$ cat src/rtl/csr_unit.sv
// csr_unit: executes one Zicsr instruction at a time (RW/RS/RC and immediate
// forms) against an external CSR file: READ -> WRITE -> RESP.
// Optional feature macro: CSR_READONLY_TRAP_EN. When defined, any op that would
// write a read-only CSR (addr[11:10] == 2'b11) is reported as illegal.
module csr_unit #(
    parameter int unsigned XLEN = 32
) (
    input  logic            clk,
    input  logic            rst,
    input  logic            req_valid,
    output logic            req_ready,
    input  logic [2:0]      req_funct3,
    input  logic [11:0]     req_addr,
    input  logic [4:0]      req_rs1,
    input  logic [XLEN-1:0] req_rs1_data,
    input  logic [4:0]      req_rd,
    output logic            csr_ren,
    output logic [11:0]     csr_raddr,
    input  logic [XLEN-1:0] csr_rdata,
    output logic            csr_wen,
    output logic [11:0]     csr_waddr,
    output logic [XLEN-1:0] csr_wdata,
    output logic            resp_valid,
    input  logic            resp_ready,
    output logic [4:0]      resp_rd,
    output logic [XLEN-1:0] resp_data,
    output logic            resp_we,
    output logic            resp_illegal
);

    localparam int unsigned AW  = 12;
    localparam int unsigned RW5 = 5;
    localparam int unsigned FW  = 3;

    typedef enum logic [1:0] {
        ST_IDLE  = 2'd0,
        ST_READ  = 2'd1,
        ST_WRITE = 2'd2,
        ST_RESP  = 2'd3
    } state_e;

    state_e          state_q, state_d;
    logic [FW-1:0]   funct3_q, funct3_d;
    logic [AW-1:0]   addr_q, addr_d;
    logic [RW5-1:0]  rs1_q, rs1_d;
    logic [XLEN-1:0] rs1_data_q, rs1_data_d;
    logic [RW5-1:0]  rd_q, rd_d;
    logic [XLEN-1:0] old_q, old_d;
    logic            illegal_q, illegal_d;

    logic            req_bad_funct3;
    logic            req_would_write;
    logic            req_ro_trap;
    logic            op_is_rw;
    logic            write_en;
    logic [XLEN-1:0] src;
    logic [XLEN-1:0] wr_value;

    // Decode of the offered request; funct3[1:0] == 0 is not a CSR op
    assign req_bad_funct3  = (req_funct3[1:0] == 2'b00);
    assign req_would_write = (req_funct3[1:0] == 2'b01) || (req_rs1 != 5'd0);

`ifdef CSR_READONLY_TRAP_EN
    assign req_ro_trap = req_would_write && (req_addr[11:10] == 2'b11);
`else
    assign req_ro_trap = 1'b0;
`endif

    // Operand selection and write value from the latched instruction
    assign op_is_rw = (funct3_q[1:0] == 2'b01);
    assign write_en = op_is_rw || (rs1_q != 5'd0);
    assign src      = funct3_q[2] ? XLEN'(rs1_q) : rs1_data_q;

    always_comb begin
        wr_value = '0;
        case (funct3_q[1:0])
            2'b01:   wr_value = src;
            2'b10:   wr_value = old_q | src;
            2'b11:   wr_value = old_q & ~src;
            default: wr_value = '0;
        endcase
    end

    // State and latched-request registers
    always_ff @(posedge clk or negedge rst) begin
        if (!rst) begin
            state_q    <= ST_IDLE;
            funct3_q   <= '0;
            addr_q     <= '0;
            rs1_q      <= '0;
            rs1_data_q <= '0;
            rd_q       <= '0;
            old_q      <= '0;
            illegal_q  <= 1'b0;
        end else begin
            state_q    <= state_d;
            funct3_q   <= funct3_d;
            addr_q     <= addr_d;
            rs1_q      <= rs1_d;
            rs1_data_q <= rs1_data_d;
            rd_q       <= rd_d;
            old_q      <= old_d;
            illegal_q  <= illegal_d;
        end
    end

    // Next-state and output decode; all strobes derive from the state register
    always_comb begin
        state_d      = state_q;
        funct3_d     = funct3_q;
        addr_d       = addr_q;
        rs1_d        = rs1_q;
        rs1_data_d   = rs1_data_q;
        rd_d         = rd_q;
        old_d        = old_q;
        illegal_d    = illegal_q;
        req_ready    = 1'b0;
        csr_ren      = 1'b0;
        csr_raddr    = '0;
        csr_wen      = 1'b0;
        csr_waddr    = '0;
        csr_wdata    = '0;
        resp_valid   = 1'b0;
        resp_rd      = '0;
        resp_data    = '0;
        resp_we      = 1'b0;
        resp_illegal = 1'b0;

        case (state_q)
            ST_IDLE: begin
                req_ready = 1'b1;
                if (req_valid) begin
                    funct3_d   = req_funct3;
                    addr_d     = req_addr;
                    rs1_d      = req_rs1;
                    rs1_data_d = req_rs1_data;
                    rd_d       = req_rd;
                    old_d      = '0;
                    illegal_d  = req_bad_funct3 || req_ro_trap;
                    state_d    = (req_bad_funct3 || req_ro_trap) ? ST_RESP : ST_READ;
                end
            end
            ST_READ: begin
                // RW/RWI to x0 must not cause read side effects
                csr_ren   = !(op_is_rw && (rd_q == 5'd0));
                csr_raddr = addr_q;
                old_d     = csr_ren ? csr_rdata : '0;
                state_d   = ST_WRITE;
            end
            ST_WRITE: begin
                csr_wen   = write_en;
                csr_waddr = addr_q;
                csr_wdata = write_en ? wr_value : '0;
                state_d   = ST_RESP;
            end
            ST_RESP: begin
                resp_valid   = 1'b1;
                resp_rd      = rd_q;
                resp_data    = illegal_q ? '0 : old_q;
                resp_we      = !illegal_q && (rd_q != 5'd0);
                resp_illegal = illegal_q;
                if (resp_ready) begin
                    state_d = ST_IDLE;
                end
            end
            default: state_d = ST_IDLE;
        endcase
    end

endmodule

$ cat config.mk
export PLATFORM = sky130hd
export DESIGN_NAME = csr_unit
export DESIGN_NICKNAME = d
export VERILOG_FILES = /design/src/rtl/csr_unit.sv
export SDC_FILE = /design/constraint.sdc
export NUM_CORES = 1
export LEC_CHECK = 0
export ABC_AREA = 1
export CAP_MARGIN = 20
export CORE_ASPECT_RATIO = 0.7
export CORE_MARGIN = 1.5
export CORE_UTILIZATION = 40
export DETAILED_ROUTE_END_ITERATION = 8
export PLACE_DENSITY = 0.72
export SLEW_MARGIN = 0
export SYNTH_ARGS = -nofsm -noshare
export SYNTH_HDL_FRONTEND = slang
export SYNTH_SLANG_ARGS = --single-unit
$ cat constraint.sdc
create_clock -name clk -period 3.5 [get_ports clk]
set_input_delay 0.875 -clock clk [delete_from_list [all_inputs] [get_ports clk]]
set_output_delay 0.875 -clock clk [all_outputs]
set_load 0.005 [all_outputs]
==> flow_metrics.py, run 1 <==
metrics = {
    "timing": {
        "layout_worst_path_cycle_share_pct": 94.40,
        "least_setup_slack_across_all_paths_after_layout_ns": 0.1960,
        "setup_total_negative_slack_ns": 0,
        "fmaxAchievable_mhz": 302.7,
        "max_slew_margin_pct": 50.78,
        "timing.final.crit_period_ns": 3.304,
        "setup_viol": 0,
        "clock_skew_ns": 0.007369,
        "unrepaired_setup_endpoints_after_global_routing": "no",
        "timing_max_transition_violations_final": 0,
        "worst_slew_pin_slew_ns": 0.7383,
        "timing_hold_violations_final": 0,
    },
    "synthesis": {
        "synth.yosys.warnings": 0,
        "mappedNetlistNets": 919,
        "synth_area_leader_cell": "dfrtp_1",
        "post-synth-top-area-fraction_pct": 42.01,
        "library_cell_with_the_highest_instance_count_after_synthesis": "nand2_1",
        "synthFlopType": "dfrtp_1",
        "synth-async-reset-ratio_pct": 100.0,
        "avgSynthCellArea_um2": 6.667,
        "post_synthesis_instance_area_um2": 5480,
        "yosys-top-cells-area": "dfrtp_1 42%, nand2_1 24%, inv_1 6.9%, nor2_1 6.2%, nand3_1 4.2%",
        "postSynthCellCount": 822,
        "synth.distinct_cells": 27,
        "yosys-top-cells-count": "356 x nand2_1, 101 x inv_1, 92 x dfrtp_1, 90 x nor2_1, 46 x nand3_1",
        "yosysSeqAreaShare_pct": 42.01,
        "synth-edff-count": 0,
        "flops_latches_synth": 92,
    },
    "global_routing": {
        "first_global_vias": 4884,
        "globalRoute.totalOverflow": 0,
        "antenna_violations_before_repair": 0,
        "grt_pass1_wl_um": 27160,
        "grt_start_max_net_pins": 71,
        "grt.total_usage_pct": 24.73,
    },
    "clocking": {
        "cts-hold-fix-buffers": 0,
        "clockBufferDepth": 2,
        "clock-root-buffer": "clkbuf_16",
        "inserted_clock_buffers": 9,
        "cts_max_level": 3,
        "cts.sink_count": 92,
        "clk_pin_slew_ns": 0.07,
        "tritoncts_clock_tree": "built",
        "clk_latency_ns": 0.35,
    },
    "power": {
        "max_rail_drop_vdd_mv": 0.4359,
        "power-per-cell-area_nw_per_um2": 779.2,
        "total_leakage_power_nw": 3.962,
    },
    "final_layout": {
        "n_antenna_cell": 0,
        "postLayoutCoreUtil_pct": 57.68,
        "area_growth_syn_to_layout_pct": 39.66,
        "final_area_um2": 7654,
        "nNetsFinal": 1085,
        "drive_gt1_share_pct": 6.042,
    },
    "drt": {
        "drtAntennaViolNets": 0,
        "post_drt_wl_per_cell_um": 14.68,
        "drt_iter0_drc": 444,
        "via_per_inst": 4.602,
        "number_of_remaining_drc_errors": 0,
        "drt_pass1_iterations": 4,
        "totalWireLength_um": 17290,
        "routed-via-count": 5421,
    },
    "floorplan": {
        "effective_utilization_at_floorplan_pct": 41.30,
        "die_height_um": 100.9,
        "rows": 35,
        "die_w_um": 142.9,
        "core_area_um2": 13270,
        "overall_die_area_um2": 14420,
        "ioPinCount": 192,
    },
    "critical_path": {
        "worst-endpoint-required_ns": 2.62,
        "worstPathCellList": "inv_2, nand2_2, nand2_2, nand2_1, nand2_1, nand2_1, nor2_1, clkdlybuf4s50_1",
        "critical-path-max-stage-delay_ns": 0.52,
        "reg2reg_from": "state_q[1]",
        "critical_path.slowest_cell": "clkdlybuf4s50_1",
        "worstSetupPathType": "flop to output pin",
        "critPathMostFrequentCell": "nand2_1",
        "worst_ep_arrival_time_ns": 2.43,
        "critPathTopFamily": "simple AND/OR/NAND/NOR gates",
        "worst-path-buf-inv": 2,
        "start_kind": "flop",
        "timing.reg2reg.worst_path_depth": 8,
        "timing.critical_path.fanout_max": 29,
        "timing.critical_path.to_type": "output pin",
        "setup_slack_of_the_worst_register_to_register_path_ns": 1.57,
        "critical_path.reg2reg.endpoint": "old_q[10]",
    },
    "placed_design": {
        "dpl_worst_slack_ns": 0.4805,
        "buffer_ports.inserted": 191,
        "dp_hpwl_um": 12600,
        "place.gp.congestion": 0.9167,
        "placed_area_um2": 7375,
    },
    "status": {
        "outcome": "completed",
    },
    "worst_hold_path": {
        "hp-class": "flop to flop",
        "hold_path_sink": "rs1_data_q[10]",
        "hold-path-cell-count": 2,
        "source_of_the_worst_hold_timing_path": "rs1_data_q[10]",
    },
    "run": {
        "max_cap_viol_count": 0,
    },
}
-- per-layer routing --
layer / wire length (um) / GRT usage [%] / vias to the layer above / part of all wire [%]
met1: 8847 / 39.57 / 2467 / 51
met3: 1247 / 4.751 / 20 / 7.2
met4: 255 / 6.027 / 0 / 1.5
li1: - / - / 2757 / -
met2: 6942 / 33.37 / 177 / 40
met5: 0 / 0 / - / 0
-- cell type report --
type                       instances  area, um^2
fill                            1306        5615
multi-input combinational        575        2445
sequential                        92        2302
timing repair buffer             199        1982
inverter                         111       416.7
tap                              185       231.5
clock buffer                      10       229.0
clock inverter                     6       47.55
-- sequential cells by signal (all words and copies together) (netlist names) --
signal      flops
funct3_q        3
old_q          32
rs1_q           5
state_q         2
illegal_q       1
addr_q         12
rd_q            5
rs1_data_q     32
-- layout by cell type (no fill, tap or decap) --
master and n:
nand2_1 356, clkdlybuf4s50_1 190, inv_1 101, dfrtp_1 92, nor2_1 90, nand3_1 46
o21ai_0 36, nor2_2 18, o21ai_1 9, clkbuf_16 9, inv_2 8, buf_4 8
a21oi_1 4, nand2_4 3, ha_1 3, nand2_2 2, nor2_4 2, clkinv_1 2
inv_6 2, clkinv_4 2, nor2_8 1, nor3_1 1, o211ai_1 1, nand3b_1 1
nand4_4 1, ha_2 1, clkinv_2 1, clkinvlp_4 1, clkbuf_1 1, buf_12 1
-- worst max-delay path by stage --
stage	startpoint	end	slack, ns	cells past startpoint
4_1_cts	state_q[0]	resp_data[10]	0.1	6
2_1_floorplan	state_q[0]	resp_data[16]	1.40	5
3_5_place_dp	state_q[0]	resp_data[10]	0.48	6
6_report	funct3_q[1]	csr_wdata[17]	0.20	8
3_3_place_gp	state_q[0]	resp_data[10]	0.50	6
5_1_grt	funct3_q[1]	csr_wdata[17]	0.06	8
-- worst register-to-register path, cell delays in order (launching register included) --
cell	delay, ns
dfrtp_1	0.40
inv_1	0.12
ha_1	0.37
inv_2	0.08
nand2_1	0.11
nand2_4	0.34
nor2_1	0.22
nand3_1	0.14
nand2_1	0.09
-- kinds of logic after synthesis --
logic type	synth area share [%]
buf+inv	13.42
simple gates	39.04
fa+ha+maj	0.9133
compound gates	4.612
flops	42.01
-- what timing repair did --
| action | CTS | global route |
|---|---|---|
| endpoints found under the hold margin | 0 | 0 |
| endpoints found under the setup margin | 0 | 2 |
| buffers inserted | 0 | 0 |
| resized for setup | 0 | 1 |
-- stage by stage --
| stage | cells | hold WS [ns] | power (W) |
|---|---|---|---|
| floorplan | 822 | 0.4491 | 0.004019 |
| global placement | 1162 | 0.4640 | 0.004979 |
| detailed placement | 1162 | 0.4654 | 0.005030 |
| CTS | 1178 | 0.4864 | 0.005964 |
| global route | 1178 | 0.5084 | 0.006486 |
| finish | 1178 | 0.4840 | 0.005963 |
-- power by group --
group | total, W | internal (W) | switching, W
registers | 0.00195 | 0.00156 | 0.000393
logic | 0.00309 | 0.00117 | 0.00192
clock network | 0.000917 | 0.000488 | 0.000429
total | 0.00596 | 0.00322 | 0.00274
Note: power is estimated with default switching activity, not from simulation.
==> inputs of run 2 (changes only) <==
- CTS_CLUSTER_SIZE: default -> 20
- PLACE_DENSITY: 0.72 -> 0.76
==> run 2 against run 1 <==
Effect of this change:
- via count grew 0.37%
- power grew 2.7%
- sequential power about the same
- critical endpoint is now csr_wdata[29]
- largest cell class unchanged
==> flow_metrics.py, run 2 (synthesis results as in run 1) <==
metrics = {
    "status": {
        "outcome": "completed",
    },
    "drt": {
        "totalWireLength_um": 16980,
        "drtAntennaViolNets": 0,
        "routed-via-count": 5441,
        "via_per_inst": 4.603,
        "number_of_remaining_drc_errors": 0,
        "drt_pass1_iterations": 5,
        "post_drt_wl_per_cell_um": 14.37,
        "drt_iter0_drc": 380,
    },
    "timing": {
        "worst_slew_pin_slew_ns": 0.7820,
        "timing_max_transition_violations_final": 0,
        "setup_total_negative_slack_ns": 0,
        "timing.final.crit_period_ns": 3.292,
        "max_slew_margin_pct": 47.87,
        "setup_viol": 0,
        "least_setup_slack_across_all_paths_after_layout_ns": 0.2082,
        "unrepaired_setup_endpoints_after_global_routing": "no",
        "timing_hold_violations_final": 0,
        "clock_skew_ns": 0.004829,
        "layout_worst_path_cycle_share_pct": 94.05,
        "fmaxAchievable_mhz": 303.8,
    },
    "clocking": {
        "clk_latency_ns": 0.34,
        "clock-root-buffer": "clkbuf_16",
        "cts.sink_count": 92,
        "clk_pin_slew_ns": 0.06,
        "cts-hold-fix-buffers": 0,
        "tritoncts_clock_tree": "built",
        "post_cts_buffers": 0,
        "clockBufferDepth": 2,
        "post_cts_resize_count": 0,
        "cts_max_level": 3,
        "inserted_clock_buffers": 9,
    },
    "critical_path": {
        "critical_path.reg2reg.endpoint": "old_q[23]",
        "start_kind": "flop",
        "timing.critical_path.to_type": "output pin",
        "worst-endpoint-required_ns": 2.62,
        "worst_ep_arrival_time_ns": 2.42,
        "setup_slack_of_the_worst_register_to_register_path_ns": 1.38,
        "worstSetupPathType": "flop to output pin",
        "timing.critical_path.fanout_max": 17,
        "reg2reg_from": "state_q[1]",
        "timing.reg2reg.worst_path_depth": 9,
    },
    "worst_hold_path": {
        "hold_path_sink": "old_q[20]",
        "source_of_the_worst_hold_timing_path": "old_q[20]",
        "hold-path-cell-count": 2,
        "hp-class": "flop to flop",
    },
    "floorplan": {
        "overall_die_area_um2": 14420,
        "ioPinCount": 192,
        "die_w_um": 142.9,
        "effective_utilization_at_floorplan_pct": 41.30,
        "core_area_um2": 13270,
        "die_height_um": 100.9,
        "rows": 35,
    },
    "run": {
        "max_cap_viol_count": 0,
    },
    "final_layout": {
        "area_growth_syn_to_layout_pct": 40.94,
        "final_cell_mix": "356 x nand2_1, 190 x clkdlybuf4s50_1, 101 x inv_1, 92 x dfrtp_1, 90 x nor2_1",
        "n_antenna_cell": 0,
        "drive_gt1_share_pct": 6.219,
        "postLayoutCoreUtil_pct": 58.21,
        "registers_with_the_highest_flip_flop_counts": "old_q x32, rs1_data_q x32, addr_q x12",
        "final_area_um2": 7724,
        "nNetsFinal": 1089,
        "most_common_cell_after_layout_fill_and_taps_aside": "nand2_1",
    },
    "global_routing": {
        "grt_pass1_wl_um": 26790,
        "globalRoute.totalOverflow": 0,
        "grt.total_usage_pct": 24.28,
        "grt_start_max_net_pins": 65,
        "antenna_violations_before_repair": 0,
        "first_global_vias": 4916,
    },
    "placed_design": {
        "buffer_ports.inserted": 191,
        "dpl_worst_slack_ns": 0.5668,
        "placed_area_um2": 7405,
        "dp_hpwl_um": 12690,
        "place.gp.congestion": 0.9576,
    },
    "power": {
        "power-per-cell-area_nw_per_um2": 793.1,
        "max_rail_drop_vdd_mv": 0.3878,
        "total_leakage_power_nw": 4.002,
    },
}
-- run 2: layer usage --
| layer | global-route usage [%] | vias to the layer above | part of all wire, % |
|---|---|---|---|
| met2 | 33.82 | 204 | 41 |
| met1 | 36.93 | 2436 | 48 |
| met5 | 0 | - | 0 |
| met3 | 6.318 | 23 | 9.4 |
| met4 | 5.948 | 0 | 1.4 |
| li1 | - | 2778 | - |
-- run 2: final cells by class --
type                            count  area (um^2)
Fill cell                        1275         5545
Multi-Input combinational cell    575         2442
Sequential cell                    92         2302
Timing Repair Buffer              203         2012
Inverter                          111        416.7
Clock buffer                       12        246.5
Tap cell                          185        231.5
Clock inverter                      4        72.57
-- run 2: worst max-delay path: stages, from the launching register on --
cell and delay (ns):
dfrtp_1 0.47, inv_2 0.27, nand2_2 0.08, nand2_2 0.28, buf_4 0.22, nand2_1 0.06, nand2_1 0.06, nand2_1 0.05
nor2_1 0.09, clkdlybuf4s50_1 0.51
-- run 2: worst max-delay path by stage --
stage	start	to	slack [ns]	cells after the start
after floorplan	state_q[0]	resp_data[16]	1.40	5
after global placement	funct3_q[1]	csr_wdata[18]	0.63	9
after detailed placement	funct3_q[1]	csr_wdata[29]	0.57	9
after CTS	funct3_q[1]	csr_wdata[29]	0.20	9
after global routing	funct3_q[1]	csr_wdata[29]	0.05	9
final	funct3_q[1]	csr_wdata[29]	0.21	9
-- run 2: power breakdown --
group	total [W]	switching (W)	internal, W	leakage, nW
combinational	0.00313	0.00193	0.00120	2.67
clock	0.00105	0.000406	0.000645	0.153
sequential	0.00194	0.000380	0.00156	1.18
total	0.00613	0.00272	0.00341	4.00
-- run 2: per-stage QoR --
step,std cells,power (W),hold slack [ns]
floorplan,822,0.004019,0.4491
global placement,1166,0.005020,0.4618
detailed placement,1166,0.005071,0.4656
CTS,1182,0.006151,0.4837
global route,1182,0.006654,0.4992
finish,1182,0.006126,0.4794
